**config.mk**
```make
export PLATFORM = sky130hd
export DESIGN_NAME = fifo_uart_tx
export DESIGN_NICKNAME = d
export VERILOG_FILES = /design/src/rtl/fifo_pkg.sv /design/src/rtl/uart_baud_counter.sv /design/src/rtl/fifo_uart_tx.sv
export SDC_FILE = /design/constraint.sdc
export NUM_CORES = 1
export LEC_CHECK = 0
export ABC_AREA = 0
export ABC_CLOCK_PERIOD_IN_PS = 3180
export BUFFER_PORTS_ARGS = -buffer_cell sky130_fd_sc_hd__buf_2
export CORE_MARGIN = 5
export CORE_UTILIZATION = 53
export CTS_CLUSTER_DIAMETER = 80
export CTS_CLUSTER_SIZE = 25
export DETAILED_ROUTE_END_ITERATION = 16
export PLACE_DENSITY_LB_ADDON = 0.1
export SKIP_LAST_GASP = 1
export SLEW_MARGIN = 10
export SYNTH_ARGS = -nofsm -noshare
export SYNTH_HDL_FRONTEND = slang
export SYNTH_SLANG_ARGS = --single-unit
```
**constraint.sdc**
```tcl
create_clock -name clk_read -period 3.18 [get_ports clk_read]
set_clock_uncertainty 0.1 [all_clocks]
set_input_delay 0.159 -clock clk_read [delete_from_list [all_inputs] [get_ports clk_read]]
set_output_delay 0.159 -clock clk_read [all_outputs]
set_load 0.005 [all_outputs]
```
**src/rtl/fifo_pkg.sv**
```systemverilog
// Shared types and constants for the FIFO read-side UART transmitter.
package fifo_pkg;

    typedef enum logic [2:0] {
        IDLE   = 3'd0,
        FETCH  = 3'd1,
        LATCH  = 3'd2,
        START  = 3'd3,
        DATA   = 3'd4,
        PARITY = 3'd5,
        STOP   = 3'd6
    } tx_state_t;

    localparam logic TX_IDLE_LEVEL = 1'b1;
    localparam logic START_LEVEL   = 1'b0;
    localparam int   RD_LATENCY    = 1;

    // Parity over a zero-extended data word; odd selects odd parity.
    function automatic logic calc_parity(input logic [63:0] data, input logic odd);
        return (^data) ^ odd;
    endfunction

endpackage

```
**src/rtl/uart_baud_counter.sv**
```systemverilog
// Bit-period timer: counts 0..CLKS_PER_BIT-1 while run is high, held at 0 otherwise.
module uart_baud_counter #(
    parameter int CLKS_PER_BIT = 16
) (
    input  logic clk_read,
    input  logic rst,
    input  logic run,
    output logic bit_tick,
    output logic bit_tick_next
);

    localparam int            CW   = $clog2(CLKS_PER_BIT);
    localparam logic [CW-1:0] LAST = CW'(CLKS_PER_BIT - 1);
    localparam logic [CW-1:0] PRE  = CW'(CLKS_PER_BIT - 2);

    logic [CW-1:0] cnt_r;
    logic          tick_r;

    // run never drops one cycle before a bit boundary, so the tick can be pre-registered.
    assign bit_tick_next = run && (cnt_r == PRE);
    assign bit_tick      = tick_r;

    // Baud count register, cleared whenever the transmitter is not shifting.
    always_ff @(posedge clk_read or posedge rst) begin
        if (rst) begin
            cnt_r <= {CW{1'b0}};
        end else if (!run || (cnt_r == LAST)) begin
            cnt_r <= {CW{1'b0}};
        end else begin
            cnt_r <= cnt_r + CW'(1);
        end
    end

    // Registered bit-boundary strobe, high in the last cycle of each bit.
    always_ff @(posedge clk_read or posedge rst) begin
        if (rst) begin
            tick_r <= 1'b0;
        end else begin
            tick_r <= bit_tick_next;
        end
    end

endmodule

```
**src/rtl/fifo_uart_tx.sv**
```systemverilog
// Pops bytes from the async FIFO read port and serialises them as UART frames.
module fifo_uart_tx
    import fifo_pkg::*;
#(
    parameter int DATA_WIDTH   = 8,
    parameter int CLKS_PER_BIT = 16,
    parameter int PARITY_EN    = 0,
    parameter int PARITY_ODD   = 0,
    parameter int STOP_BITS    = 1
) (
    input  logic                  clk_read,
    input  logic                  rst,
    input  logic                  Tx_enable,
    input  logic                  Empty,
    input  logic [DATA_WIDTH-1:0] DataOut,
    output logic                  Read_enable,
    output logic                  Tx,
    output logic                  Busy,
    output logic                  Frame_done
);

    localparam int            BW        = $clog2(DATA_WIDTH + 1);
    localparam logic [BW-1:0] LAST_DATA = BW'(DATA_WIDTH - 1);
    localparam logic [BW-1:0] LAST_STOP = BW'(STOP_BITS - 1);

    tx_state_t             state_r, state_next_s;
    logic [DATA_WIDTH-1:0] shift_r, shift_next_s;
    logic [BW-1:0]         bit_cnt_r, bit_cnt_next_s;
    logic                  parity_r, parity_next_s;
    logic                  run_s, bit_tick_s, bit_tick_next_s, fetch_ok_s;
    logic                  tx_next_s, re_next_s, busy_next_s, fd_next_s;
    logic                  tx_r, re_r, busy_r, fd_r;

    assign fetch_ok_s = Tx_enable && !Empty;
    assign run_s      = (state_r == START) || (state_r == DATA) ||
                        (state_r == PARITY) || (state_r == STOP);

    uart_baud_counter #(
        .CLKS_PER_BIT (CLKS_PER_BIT)
    ) u_baud (
        .clk_read      (clk_read),
        .rst           (rst),
        .run           (run_s),
        .bit_tick      (bit_tick_s),
        .bit_tick_next (bit_tick_next_s)
    );

    // Next-state, shift register and bit counter update.
    always_comb begin
        state_next_s   = state_r;
        shift_next_s   = shift_r;
        bit_cnt_next_s = bit_cnt_r;
        parity_next_s  = parity_r;
        case (state_r)
            IDLE: begin
                if (fetch_ok_s) begin
                    state_next_s = FETCH;
                end else begin
                    state_next_s = IDLE;
                end
            end
            FETCH: begin
                state_next_s = LATCH;
            end
            LATCH: begin
                shift_next_s   = DataOut;
                parity_next_s  = calc_parity(64'(DataOut), PARITY_ODD != 0);
                bit_cnt_next_s = {BW{1'b0}};
                state_next_s   = START;
            end
            START: begin
                if (bit_tick_s) begin
                    state_next_s = DATA;
                end else begin
                    state_next_s = START;
                end
            end
            DATA: begin
                if (bit_tick_s) begin
                    shift_next_s = {1'b0, shift_r[DATA_WIDTH-1:1]};
                    if (bit_cnt_r == LAST_DATA) begin
                        bit_cnt_next_s = {BW{1'b0}};
                        state_next_s   = (PARITY_EN != 0) ? PARITY : STOP;
                    end else begin
                        bit_cnt_next_s = bit_cnt_r + BW'(1);
                    end
                end else begin
                    state_next_s = DATA;
                end
            end
            PARITY: begin
                if (bit_tick_s) begin
                    state_next_s = STOP;
                end else begin
                    state_next_s = PARITY;
                end
            end
            STOP: begin
                if (bit_tick_s) begin
                    if (bit_cnt_r == LAST_STOP) begin
                        bit_cnt_next_s = {BW{1'b0}};
                        state_next_s   = fetch_ok_s ? FETCH : IDLE;
                    end else begin
                        bit_cnt_next_s = bit_cnt_r + BW'(1);
                    end
                end else begin
                    state_next_s = STOP;
                end
            end
            default: begin
                state_next_s   = IDLE;
                shift_next_s   = {DATA_WIDTH{1'b0}};
                bit_cnt_next_s = {BW{1'b0}};
                parity_next_s  = 1'b0;
            end
        endcase
    end

    // Outputs are decoded from the next state so the flops line up with state_r.
    always_comb begin
        tx_next_s   = TX_IDLE_LEVEL;
        re_next_s   = (state_next_s == FETCH);
        busy_next_s = (state_next_s != IDLE);
        fd_next_s   = (state_next_s == STOP) && (bit_cnt_next_s == LAST_STOP) && bit_tick_next_s;
        case (state_next_s)
            START:   tx_next_s = START_LEVEL;
            DATA:    tx_next_s = shift_next_s[0];
            PARITY:  tx_next_s = parity_next_s;
            default: tx_next_s = TX_IDLE_LEVEL;
        endcase
    end

    // State, datapath and registered output flops.
    always_ff @(posedge clk_read or posedge rst) begin
        if (rst) begin
            state_r   <= IDLE;
            shift_r   <= {DATA_WIDTH{1'b0}};
            bit_cnt_r <= {BW{1'b0}};
            parity_r  <= 1'b0;
            tx_r      <= TX_IDLE_LEVEL;
            re_r      <= 1'b0;
            busy_r    <= 1'b0;
            fd_r      <= 1'b0;
        end else begin
            state_r   <= state_next_s;
            shift_r   <= shift_next_s;
            bit_cnt_r <= bit_cnt_next_s;
            parity_r  <= parity_next_s;
            tx_r      <= tx_next_s;
            re_r      <= re_next_s;
            busy_r    <= busy_next_s;
            fd_r      <= fd_next_s;
        end
    end

    assign Tx          = tx_r;
    assign Read_enable = re_r;
    assign Busy        = busy_r;
    assign Frame_done  = fd_r;

endmodule
```
==> flow_summary_export.csv <==
group,metric,value,unit
run_status,outcome,"completed",
clock_network,htree_levels,1,
routing,via_per_inst,5.920,
cells_and_area,n_antenna_cell,0,
timing,relSlewSlack,35.86,%
timing,setup_violations,0,
timing,min_period,2.132,ns
timing,fin_ws,1.048,ns
logic_synthesis,synth_edf_count,0,
worst_setup_path,critical_path.most_common_cell,"and4b_1",
placed_design,hpwl,2.076,mm
hold_path,hp-class,"in -> reg",
worst_setup_path,rrSetupSlack,1.05,ns
placed_design,dp_worst_setup_slack,1.072,ns
cells_and_area,area.growth.synth_to_final,12.41,%
routing,num_vias,1184,
logic_synthesis,synth_area,1451,um^2
worst_setup_path,startpoint_type,"flip-flop",
job,cap_violations,0,
timing,rsz0062_at_grt,"no",
cells_and_area,fin_nets,186,
floorplan,die_height,62.33,um
worst_setup_path,end_kind,"flip-flop",
cells_and_area,fillCellCount,236,
power,p_leak,0.7674,nW
routing,drt_iter0_drc,64,
logic_synthesis,synthCells,148,
logic_synthesis,ys_types,44,
routing,postRouteWirelength,2.877,mm
power,ir_worst_vdd,0.0002851,V
worst_setup_path,path_max_fanout,20,
worst_setup_path,critical-path-max-stage-delay,0.73,ns
clock_network,root_buffer,"clkbuf_4",
clock_network,clk_pin_slew_worst_paths,0.14,ns
clock_network,clock-sinks,25,
logic_synthesis,avgSynthCellArea,9.807,um^2
timing,finalCritPeriodShare,67.05,%
logic_synthesis,synthArstFlopShare,100.0,%
worst_setup_path,cp.arrival,2.26,ns
timing,finalSetupTns,0,ns
placed_design,gp_congestion,0.8102,
floorplan,die_area,3885,um^2
routing,ant_nets,0,
clock_network,clock_path_buffers,2,
clock_network,post_cts_buffers,0,
worst_setup_path,cp.required,3.31,ns
grt,antenna_found_initial,0,
worst_setup_path,crit_path_top_delay_cell,"dfrtp_1",
power,p_total,0.0005313,W
logic_synthesis,yosys_warnings,0,
logic_synthesis,ys_seq_area_share,43.19,%
routing,drc,0,
timing,hold_slack,0.06013,ns
logic_synthesis,syn-num-nets,164,
clock_network,cts_tree,"done",
clock_network,cts.repair.resized,0,
logic_synthesis,synth-seq-cells,25,
logic_synthesis,synth_ff_type,"dfrtp_1",
worst_setup_path,cp_cell_sequence,"or2b_1 > a2111oi_2 > a32oi_1 > and4b_1 > and4b_1",
grt,grt_max_degree,26,
timing,drv_slew,0,
floorplan,initial_utilization,54.03,%
timing,tightest_slew,0.9610,ns
grt,grt-ovfl-total,0,
worst_setup_path,path_class,"reg -> reg",
placed_design,port_buffers,15,
timing,hold_violations,0,
power,pwr_density_cell,325.7,nW/um^2
grt,grt_first_pass_wirelength,5.147,mm
floorplan,pin_count,16,
grt,grt_pass1_vias,1153,
routing,wl_per_cell,14.39,um
clock_network,numCtsBuffers,3,
routing,drt_first_pass_iters,6,
floorplan,coreArea,2686,um^2
grt,grt_util_all_layers,15.57,%
clock_network,clk-insertion-delay-late,0.32,ns
cells_and_area,layout-drive-gt1-share,14.20,%
timing,max_freq,0.4690,GHz
floorplan,num_rows,19,
floorplan,die_w,62.33,um
## final cells by class
cell class | count | area, um^2 | share of cell area, %
repair buffers | 23 | 155.1 | 9.509
clock buffers | 4 | 26.28 | 1.610
inverters | 14 | 52.55 | 3.221
flip-flops and latches | 25 | 626.9 | 38.42
multi-input cells | 103 | 732.0 | 44.86
well taps | 31 | 38.79 | 2.377
## worst paths after layout
check,cells past startpoint,endpoint,from
min in group asynchronous,3,u_baud.cnt_r[1]$_DFF_PP0_,rst
max in group asynchronous,3,shift_r[0]$_DFF_PP0_,rst
worst min-delay path,3,Read_enable$_DFF_PP0_,Tx_enable
worst max register to register,5,Frame_done$_DFF_PP0_,state_r[2]$_DFF_PP0_
worst max-delay path,5,Frame_done$_DFF_PP0_,state_r[2]$_DFF_PP0_
worst min register to register,1,u_baud.cnt_r[0]$_DFF_PP0_,u_baud.cnt_r[0]$_DFF_PP0_
## per-layer routing
layer  wire length, um  share of wire [%]  GRT usage, %  vias up
met1              1334                 46         20.80      578
met5                 0                  0             0        -
li1                  -                  -             -      574
met2              1404                 49         26.04       26
met3               102                3.5         2.162        6
met4                35                1.2         4.775        0
## cell families (layout without fill, tap and decap cells)
logic type / Yosys count / in the layout / share of synthesized area, %
compound gates: 38 / 38 / 19.83
xor+xnor: 10 / 10 / 6.035
fa+ha+maj: 4 / 4 / 3.448
buf+inv: 20 / 41 / 6.379
flops: 25 / 25 / 43.19
mux: 1 / 1 / 0.6897
simple gates: 50 / 50 / 20.43
## Yosys cell counts (3+ instances only)
master	number	area, um^2
a222oi_1	6	60.06
ha_1	4	50.05
xnor2_1	7	61.31
nand2b_1	6	37.54
a21oi_1	6	30.03
inv_1	14	52.55
xor2_1	3	26.28
dfrtp_1	24	600.6
nor2b_1	9	56.30
nand3_1	4	20.02
o21ai_0	7	35.03
nor2_1	9	33.78
nand2_1	7	26.28
## stage by stage
step | utilization, % | std cells | instance area [um^2]
2_1_floorplan | - | 148 | 1451
3_3_place_gp | 56.78 | 188 | 1525
3_5_place_dp | 56.78 | 188 | 1525
4_1_cts | 60.74 | 200 | 1632
5_1_grt | 60.74 | 200 | 1632
6_report | 60.74 | 200 | 1632
## where the power goes
part	internal [W]	total (W)	switching [W]
logic	0.0000295	0.0000543	0.0000248
clock network	0.0000490	0.000145	0.0000957
registers	0.000329	0.000332	0.00000380
## cell usage in the layout (no fill, tap or decap), drive strengths merged, types with 6 or more instances in the layout
cell / n
buf: 15
xnor2: 7
dlygate4sd3: 8
a21oi: 6
o21ai: 7
nor2: 10
nor2b: 9
nand2b: 6
inv: 14
a222oi: 6
nand2: 7
dfrtp: 24
## state kept, by name, indices dropped and copies added, names as in the netlist
name             flops
Read_enable          1
parity_r             1
Frame_done           1
Tx                   1
shift_r              8
bit_cnt_r            4
u_baud.bit_tick      1
state_r              3
u_baud.cnt_r         4
Busy                 1
## critical path, delay by kind of cell (launching register included)
family             cells  cell delay (ns)
and+or+nand+nor        3             0.75
DFF                    1             0.73
AOI/OAI and AO/OA      2             0.47
## timing repair
item,4_1_cts,5_1_grt
hold buffers,8,0
hold endpoints to repair,31,0
endpoints found under the setup margin,0,0
No activity file was read; power rests on OpenSTA's default activity.
